File: src/rtl/vga_sprite_mixer.sv
// Two-stage sprite overlay: stage 1 picks the lowest-index sprite whose box covers
// (x,y) and addresses its bitmap row; stage 2 decides opacity. Optional macro: VGA_SPRITE_MIXER_BORDER_EN.
module vga_sprite_mixer #(
    parameter int NSPR  = 4,
    parameter int SPR_W = 16,
    parameter int SPR_H = 16,
    parameter int CW    = 2,
    localparam int AW   = $clog2(NSPR) + $clog2(SPR_H)
) (
    input  logic                   clk,
    input  logic                   rst,
    input  logic                   frame_pulse,
    input  logic                   pxl_en,
    input  logic [9:0]             x,
    input  logic [9:0]             y,
    input  logic [10*NSPR-1:0]     spr_x,
    input  logic [10*NSPR-1:0]     spr_y,
    input  logic [NSPR-1:0]        spr_en,
    input  logic [3*CW*NSPR-1:0]   spr_col,
    output logic [AW-1:0]          rom_addr,
    input  logic [SPR_W-1:0]       rom_data,
    output logic [CW-1:0]          r,
    output logic [CW-1:0]          g,
    output logic [CW-1:0]          b
);

    localparam int SW = (NSPR > 1) ? $clog2(NSPR) : 1;
    localparam int OW = (SPR_W > 1) ? $clog2(SPR_W) : 1;
    localparam int RW = $clog2(SPR_H);
    localparam int PW = 3 * CW;

    logic [10*NSPR-1:0] sx_q, sy_q;
    logic [NSPR-1:0]    sen_q;
    logic [PW*NSPR-1:0] scol_q;

    always_ff @(posedge clk or posedge rst) begin
        if (rst) begin
            sx_q   <= '0;
            sy_q   <= '0;
            sen_q  <= '0;
            scol_q <= '0;
        end else if (frame_pulse) begin
            sx_q   <= spr_x;
            sy_q   <= spr_y;
            sen_q  <= spr_en;
            scol_q <= spr_col;
        end
    end

    // ---- stage 0 -> 1: bounding-box hit test against shadow attributes ----
    logic [9:0]      dx_w [NSPR];
    logic [9:0]      dy_w [NSPR];
    logic [NSPR-1:0] box_w;

    always_comb begin
        for (int i = 0; i < NSPR; i++) begin
            dx_w[i]  = x - sx_q[10*i +: 10];
            dy_w[i]  = y - sy_q[10*i +: 10];
            box_w[i] = sen_q[i] && (dx_w[i] < 10'(SPR_W)) && (dy_w[i] < 10'(SPR_H));
        end
    end

    logic          hit_d;
    logic [SW-1:0] idx_d;
    logic [OW-1:0] off_d;
    logic [RW-1:0] row_d;
    logic [PW-1:0] col_d;

    // Walk downward so the lowest-index covering sprite is the one left standing.
    always_comb begin
        hit_d = 1'b0;
        idx_d = '0;
        off_d = '0;
        row_d = '0;
        col_d = '0;
        for (int i = NSPR - 1; i >= 0; i--) begin
            if (box_w[i]) begin
                hit_d = 1'b1;
                idx_d = SW'(i);
                off_d = dx_w[i][OW-1:0];
                row_d = dy_w[i][RW-1:0];
                col_d = scol_q[PW*i +: PW];
            end
        end
    end

    logic          hit_p1_q;
    logic [OW-1:0] off_p1_q;
    logic [PW-1:0] col_p1_q;
    logic          vld_p1_q;
    logic [AW-1:0] rom_addr_q;
`ifdef VGA_SPRITE_MIXER_BORDER_EN
    logic          border_d;
    logic          border_p1_q;
    assign border_d = pxl_en && ((y < 10'd8) || (y > 10'd471));
`endif

    always_ff @(posedge clk or posedge rst) begin
        if (rst) begin
            hit_p1_q   <= 1'b0;
            off_p1_q   <= '0;
            col_p1_q   <= '0;
            vld_p1_q   <= 1'b0;
            rom_addr_q <= '0;
`ifdef VGA_SPRITE_MIXER_BORDER_EN
            border_p1_q <= 1'b0;
`endif
        end else begin
            hit_p1_q <= hit_d;
            off_p1_q <= off_d;
            col_p1_q <= col_d;
            vld_p1_q <= pxl_en;
            if (hit_d)
                rom_addr_q <= AW'({idx_d, row_d});
`ifdef VGA_SPRITE_MIXER_BORDER_EN
            border_p1_q <= border_d;
`endif
        end
    end

    assign rom_addr = rom_addr_q;

    // ---- stage 1 -> 2: bitmap opacity and colour select ----
    logic [SPR_W-1:0] rom_rev;
    logic             opaque;
    logic [PW-1:0]    pix_d;
    logic [PW-1:0]    pix_q;

    always_comb begin
        for (int i = 0; i < SPR_W; i++)
            rom_rev[i] = rom_data[SPR_W-1-i];
    end

    assign opaque = hit_p1_q && rom_rev[off_p1_q];

    always_comb begin
        pix_d = '0;
        if (vld_p1_q) begin
            if (opaque)
                pix_d = col_p1_q;
`ifdef VGA_SPRITE_MIXER_BORDER_EN
            else if (border_p1_q)
                pix_d = '1;
`endif
        end
    end

    always_ff @(posedge clk or posedge rst) begin
        if (rst)
            pix_q <= '0;
        else
            pix_q <= pix_d;
    end

    assign r = pix_q[3*CW-1:2*CW];
    assign g = pix_q[2*CW-1:CW];
    assign b = pix_q[CW-1:0];

endmodule

File: config.mk
export PLATFORM = sky130hd
export DESIGN_NAME = vga_sprite_mixer
export DESIGN_NICKNAME = d
export VERILOG_FILES = /design/src/rtl/vga_sprite_mixer.sv
export SDC_FILE = /design/constraint.sdc
export NUM_CORES = 1
export LEC_CHECK = 0
export ABC_AREA = 1
export CAP_MARGIN = 20
export CORE_AREA = 2 2 137 139
export CTS_BUF_LIST = sky130_fd_sc_hd__clkbuf_8
export DETAILED_ROUTE_END_ITERATION = 10
export DIE_AREA = 0 0 139 141
export GPL_TIMING_DRIVEN = 0
export MAX_ROUTING_LAYER = met4
export PLACE_DENSITY = 0.88
export REMOVE_ABC_BUFFERS = 1
export SYNTH_ARGS = -nofsm -noshare
export SYNTH_HDL_FRONTEND = slang
export SYNTH_SLANG_ARGS = --single-unit
File: constraint.sdc
create_clock -name clk -period 5.1 [get_ports clk]
set_input_delay 0.51 -clock clk [delete_from_list [all_inputs] [get_ports clk]]
set_output_delay 0.51 -clock clk [all_outputs]
set_load 0.05 [all_outputs]
==> run summary, run 1 <==
RSZ-0062 raised after global routing = false
Setup Buffers After CTS = 0
Worst-Skew Late Latency = 470 ps
Clock Pin Slew Worst Setup and Hold Paths = 100 ps
Max Slew Vio Count = 0
Die width = 139 um
Post-CTS Hold Buffers = 0
Syn-to-layout area delta = 22.4%
Number of gates resized after CTS = 0
Gpl congestion = 0.921
Synth cell types = 45
Capturing element type of the critical path = flop
HPWL Detailed = 20.1 mm
Crit-path cells = clkdlybuf4s50_1 > inv_1 > fa_1 > inv_1 > nand3_1 > nand2_1 > nand4_1 > nand3_1 > nand2_1 > inv_1 > nand2_1 > nor3_2 > nand3_1 > inv_2 > o21ai_0
Root Driver = clkbuf_8
Most frequent cells in the layout = 393 x nand2_1, 214 x inv_1, 158 x clkdlybuf4s50_1
F_max = 276 MHz
Critical path fanouts, max = 20
Initial antenna violation count = 0
Clk sinks = 132
Commonest non-fill, non-tap cell in the layout = nand2_1
Slew HR = 38.0%
Worst Path Arrival = 3960 ps
WL final = 25.7 mm
Syn. warnings = 0
Core area = 18300 um^2
#FFs+latches synth = 132
Most used DFF post-synth = dfrtp_1
Worst hold path type = in -> async
Area of the die = 19600 um^2
GR Overflow Total = 0
VDD IR max = 0.169 mV
Post-route DRC = 0
Routed vias = 9088
Mapped Avg Cell Area = 7.35 um^2
Vias/cell = 5.23
DRT iter0 DRCs = 625
Antenna-violating nets left = 0
Die height = 141 um
GRT Util Overall = 27.7%
I/O Pins = 160
CTS tree = yes
Layout Nets = 1720
Final cycle utilization of the critical path = 71.1%
Min Tclk post-route = 3620 ps
Setup TNS = 0 ps
Layout Skew = 18.1 ps
Asr flop ratio synth = 100%
Max stage delay on crit path = 710 ps
Largest net degree at the start of global routing = 90
Outcome = finished, final reports clean
Crit path kind = in -> reg
Inserted Clock Buffers = 17
PD cells = 258 nW/um^2
EDFF count, synth = 0
Lkg Pwr = 0.00618 uW
First-pass GRT wire length = 42.4 mm
Vias in the first global route = 8693
Initial Utilization = 53.7%
Syn Inst Count = 1336
Bufs on Longest Clock Path = 2
Placed cell count = 1707
Post-Layout Cell Count = 1739
CP max stage cell = clkdlybuf4s50_1
Sequential share of the synthesized area = 33.6%
Routed len/inst = 14.8 um
Max Cap Viol = 0
I/O Buffers = 159
CP Data Required Time = 5440 ps
Startpoint Class = input port
Slew @ Worst Pin = 928 ps
Mapped Area = 9820 um^2
CP Buf/Inv Count = 5
DRT Pass-1 Iters = 6
Layout cells sized above 1 = 8.24%
Antenna cells = 0
Setup violations, final = 0
Row count = 50
CP delay by family, top = buffers and inverters
CTS H-tree depth = 4
Final Hold Viols = 0
[final cells by class]
class	instances	area, um^2
sequential	132	3300
multi-input combinational	963	5590
clock inverter	15	124
clock buffer	17	234
tap	234	293
fill	1550	6250
timing repair buffer	161	1650
inverter	217	820
[per-stage QoR]
stage               hold WS [ps]  total power (uW)  cell area (um^2)  setup WS, ps  util, %
finish                       450              3100             12000          1480     65.8
global route                 461              3300             12000          1230     65.8
CTS                          459              3100             12000          1480     65.8
detailed placement           460              2260             11700           985     63.8
global placement             457              2240             11600          -656     63.5
floorplan                    445              1910              9710          1060        -
[synth_stat cells (17+ instances only)]
master | number | share of area (%)
a21oi_1 | 32 | 1.6
clkbuf_1 | 18 | 0.69
dfrtp_1 | 132 | 34
ha_1 | 72 | 9.2
inv_1 | 214 | 8.2
mux2_2 | 44 | 5.0
nand2_1 | 393 | 15
nand3_1 | 117 | 6.0
nand4_1 | 30 | 1.9
nor2_1 | 72 | 2.8
o21ai_0 | 80 | 4.1
xor2_1 | 17 | 1.5
[power by group]
| group | total [uW] | internal (uW) | switching, uW |
|---|---|---|---|
| Sequential | 1170 | 1130 | 39.5 |
| Combinational | 1090 | 438 | 647 |
| Clock | 844 | 349 | 496 |
[worst reg2reg max path: stages (launching register included)]
cell and delay [ps]:
dfrtp_1 390, ha_1 230, fa_1 420, inv_1 100
nand3_1 60, nand2_1 140, nand4_1 120, nand3_1 130
nand2_1 60, inv_1 50, nand2_1 50, nor3_2 100
nand3_1 670, inv_2 420, o21ai_0 140
[flip-flops by register name, indices dropped and copies added (netlist names)]
| name | count |
|---|---|
| pix_q | 6 |
| rom_addr | 6 |
| sen_q | 4 |
| sx_q | 40 |
| scol_q | 24 |
| sy_q | 40 |
| hit_p1_q | 1 |
| col_p1_q | 6 |
| vld_p1_q | 1 |
| off_p1_q | 4 |
[final timing paths]
check / cells past startpoint / slack, ps / start / endpoint
worst max-delay path: 15 / 1480 / x[1] / rom_addr[4]$_DFFE_PP0P_
worst min-delay path: 2 / 450 / rst / col_p1_q[0]$_DFF_PP0_
worst max register to register: 14 / 1890 / sy_q[0]$_DFFE_PP0P_ / rom_addr[4]$_DFFE_PP0P_
worst min register to register: 2 / 480 / col_p1_q[2]$_DFF_PP0_ / pix_q[2]$_DFF_PP0_
max in group asynchronous: 3 / 3870 / rst / sx_q[28]$_DFFE_PP0P_
min in group clk: 1 / 470 / pxl_en / vld_p1_q$_DFF_PP0_
[routing by layer]
layer | track usage, % | up-vias | routed length (um)
li1 | - | 4611 | -
met1 | 35.4 | 4187 | 11700
met2 | 45.7 | 241 | 12300
met3 | 3.87 | 49 | 1070
met4 | 9.30 | 0 | 599
met5 | - | - | 0
[cell families after synthesis]
logic type               count (synthesis)  synth area share, %
buffers and inverters                  241                 9.39
XOR/XNOR                                28                 2.50
flip-flops                             132                 33.6
multiplexers                            45                 5.15
AO/OA/AOI/OAI                          140                 7.88
AND/OR/NAND/NOR                        670                 30.6
adder cells (fa/ha/maj)                 80                 10.8
(Power assumes the default switching activity.)
==> run 2: changes to the inputs <==
==> constraint.sdc (replaced) <==
create_clock -name clk -period 3.6 [get_ports clk]
set_input_delay 0.36 -clock clk [delete_from_list [all_inputs] [get_ports clk]]
set_output_delay 0.36 -clock clk [all_outputs]
set_load 0.05 [all_outputs]
==> run 2 against run 1 <==
Compared with the run above:
- via count is essentially flat
- first-iteration DRC count is 3.7% lower
- global-route usage unchanged
- largest power group unchanged
- critical path depth rose by 1
- critical endpoint is now off_p1_q[3]$_DFF_PP0_
- combinational power increased by 41%
==> run summary, run 2 (synthesized netlist as in run 1, its figures left out) <==
First-pass GRT wire length = 42.4 mm (unchanged)
CP max stage cell = clkdlybuf4s50_1 (unchanged)
Post-CTS Hold Buffers = 0 (unchanged)
Gpl congestion = 0.921 (unchanged)
PD cells = 365 nW/um^2 (was 258 nW/um^2)
Worst-Skew Late Latency = 470 ps (about the same)
Crit path kind = in -> reg (unchanged)
Layout cells sized above 1 = 8.31% (was 8.24%)
Initial antenna violation count = 0 (unchanged)
Worst Path Arrival = 3630 ps (was 3960 ps)
Die width = 139 um (unchanged)
Crit-path cells = clkdlybuf4s50_1 > inv_1 > fa_1 > inv_1 > nand3_1 > nand2_1 > nand3_1 > nand3_1 > nand2_1 > nor2_1 > nand3_1 > nor2_4 > nand3_1 > nand3_1 > nand3_1 > o21ai_1 (was clkdlybuf4s50_1 > inv_1 > fa_1 > inv_1 > nand3_1 > nand2_1 > nand4_1 > nand3_1 > nand2_1 > inv_1 > nand2_1 > nor3_2 > nand3_1 > inv_2 > o21ai_0)
Syn-to-layout area delta = 22.4% (about the same)
Die height = 141 um (unchanged)
Antenna cells = 0 (unchanged)
Commonest non-fill, non-tap cell in the layout = nand2_1 (unchanged)
Core area = 18300 um^2 (unchanged)
Routed len/inst = 14.8 um (about the same)
Post-layout util = 65.8% (about the same)
Register Area = 3300 um^2 (unchanged)
CTS H-tree depth = 4 (unchanged)
WL final = 25.7 mm (about the same)
Most frequent cells in the layout = 393 x nand2_1, 214 x inv_1, 158 x clkdlybuf4s50_1 (unchanged)
Slew HR = 62.8% (was 38.0%)
Startpoint Class = input port (unchanged)
Final cycle utilization of the critical path = 89.9%
Top Registers = sx_q x40, sy_q x40, scol_q x24 (unchanged)
Placed cell count = 1707 (unchanged)
DRT iter0 DRCs = 602 (was 625)
Post-Layout Cell Count = 1739 (unchanged)
Worst hold path type = in -> async (unchanged)
Layout Nets = 1720 (unchanged)
Inserted Clock Buffers = 17 (unchanged)
Critical path fanouts, max = 15 (was 20)
Fin area = 12000 um^2 (about the same)
I/O Pins = 160 (unchanged)
Setup Buffers After CTS = 0 (unchanged)
Slew @ Worst Pin = 557 ps (was 928 ps)
Outcome = finished, final reports clean (unchanged)
F_max = 309 MHz
Routed vias = 9092 (was 9088)
Setup violations, final = 0 (unchanged)
Fillers = 1549 (was 1550)
Root Driver = clkbuf_8 (unchanged)
Min Tclk post-route = 3240 ps
DRT Pass-1 Iters = 5 (was 6)
Bufs on Longest Clock Path = 2 (unchanged)
Max stage delay on crit path = 680 ps (was 710 ps)
RSZ-0062 raised after global routing = false (unchanged)
CTS tree = yes (unchanged)
Clock Pin Slew Worst Setup and Hold Paths = 100 ps (about the same)
Max Cap Viol = 0 (unchanged)
Final Hold Viols = 0 (unchanged)
Vias in the first global route = 8693 (unchanged)
GRT Util Overall = 27.7% (unchanged)
Max Slew Vio Count = 0 (unchanged)
Area of the die = 19600 um^2 (unchanged)
HPWL Detailed = 20.1 mm (unchanged)
Reg-to-Reg Start = sy_q[30]$_DFFE_PP0P_ (was sy_q[0]$_DFFE_PP0P_)
I/O Buffers = 159 (unchanged)
Initial Utilization = 53.7% (unchanged)
GR Overflow Total = 0 (unchanged)
Capturing element type of the critical path = flop (unchanged)
Antenna-violating nets left = 0 (unchanged)
VDD IR max = 0.238 mV (was 0.169 mV)
Vias/cell = 5.23 (about the same)
Setup crit start = y[1] (was x[1])
Area of the multi-input gates = 5600 um^2 (was 5590 um^2)
Worst R2R Setup Slack = 600 ps (was 1890 ps)
CP delay by family, top = simple AND/OR/NAND/NOR gates (was buffers and inverters)
Area post-placement = 11700 um^2 (unchanged)
Largest net degree at the start of global routing = 90 (unchanged)
Post-route DRC = 0 (unchanged)
Clk sinks = 132 (unchanged)
Row count = 50 (unchanged)
Layout Skew = 17.3 ps (was 18.1 ps)
Lkg Pwr = 0.00618 uW (about the same)
CP Buf/Inv Count = 3 (was 5)
Top cell by count, worst path = nand3_1
CP Data Required Time = 3990 ps (was 5440 ps)
-- run 2: cell counts in the layout (fill, tap and decap cells not counted) --
Identical to the previous run, type by type.
-- run 2: final cells by class --
cell class                 count  share of cell area, %
multi-input combinational    963                   46.6
sequential                   132                   27.5
timing repair buffer         161                   13.7
inverter                     217                   6.82
tap                          234                   2.44
clock buffer                  17                   1.95
clock inverter                15                   1.03
-- run 2: per-layer routing --
layer  vias up  wire [um]  share of wire (%)  global-route usage, %
met1      4193      11700                 46                   35.4
li1       4610          -                  -                      -
met3        47       1100                4.3                   3.87
met4         0        593                2.3                   9.30
met2       242      12300                 48                   45.7
met5         -          0                  0                      -
-- run 2: metrics by stage --
step / setup slack (ps) / hold slack [ps] / setup TNS (ps) / power, uW
floorplan: -286 / 391 / -37760 / 2710
global placement: -2010 / 457 / -462610 / 3180
detailed placement: -365 / 460 / -3430 / 3200
CTS: 130 / 309 / 0 / 4390
global route: 169 / 311 / 0 / 4670
finish: 364 / 297 / 0 / 4390
-- run 2: power breakdown --
part	leakage, uW	internal, uW	switching, uW
Sequential	0.00162	1600	55.9
Clock	0.000190	494	698
Combinational	0.00436	621	916
Total	0.00618	2720	1670
-- run 2: repair_timing --
| action | 4_1_cts | 5_1_grt |
|---|---|---|
| hold endpoints to repair | 0 | 0 |
| gates resized for setup | 0 | 1 |
| endpoints found under the setup margin | 0 | 10 |
-- run 2: path summary, 6_finish.rpt --
kind,end,cells past startpoint
setup / recovery,off_p1_q[3]$_DFF_PP0_,16
hold / removal,col_p1_q[0]$_DFF_PP0_,2
setup reg to reg,off_p1_q[3]$_DFF_PP0_,15
hold reg to reg,pix_q[2]$_DFF_PP0_,2
max in group asynchronous,sx_q[28]$_DFFE_PP0P_,3
min in group clk,vld_p1_q$_DFF_PP0_,1
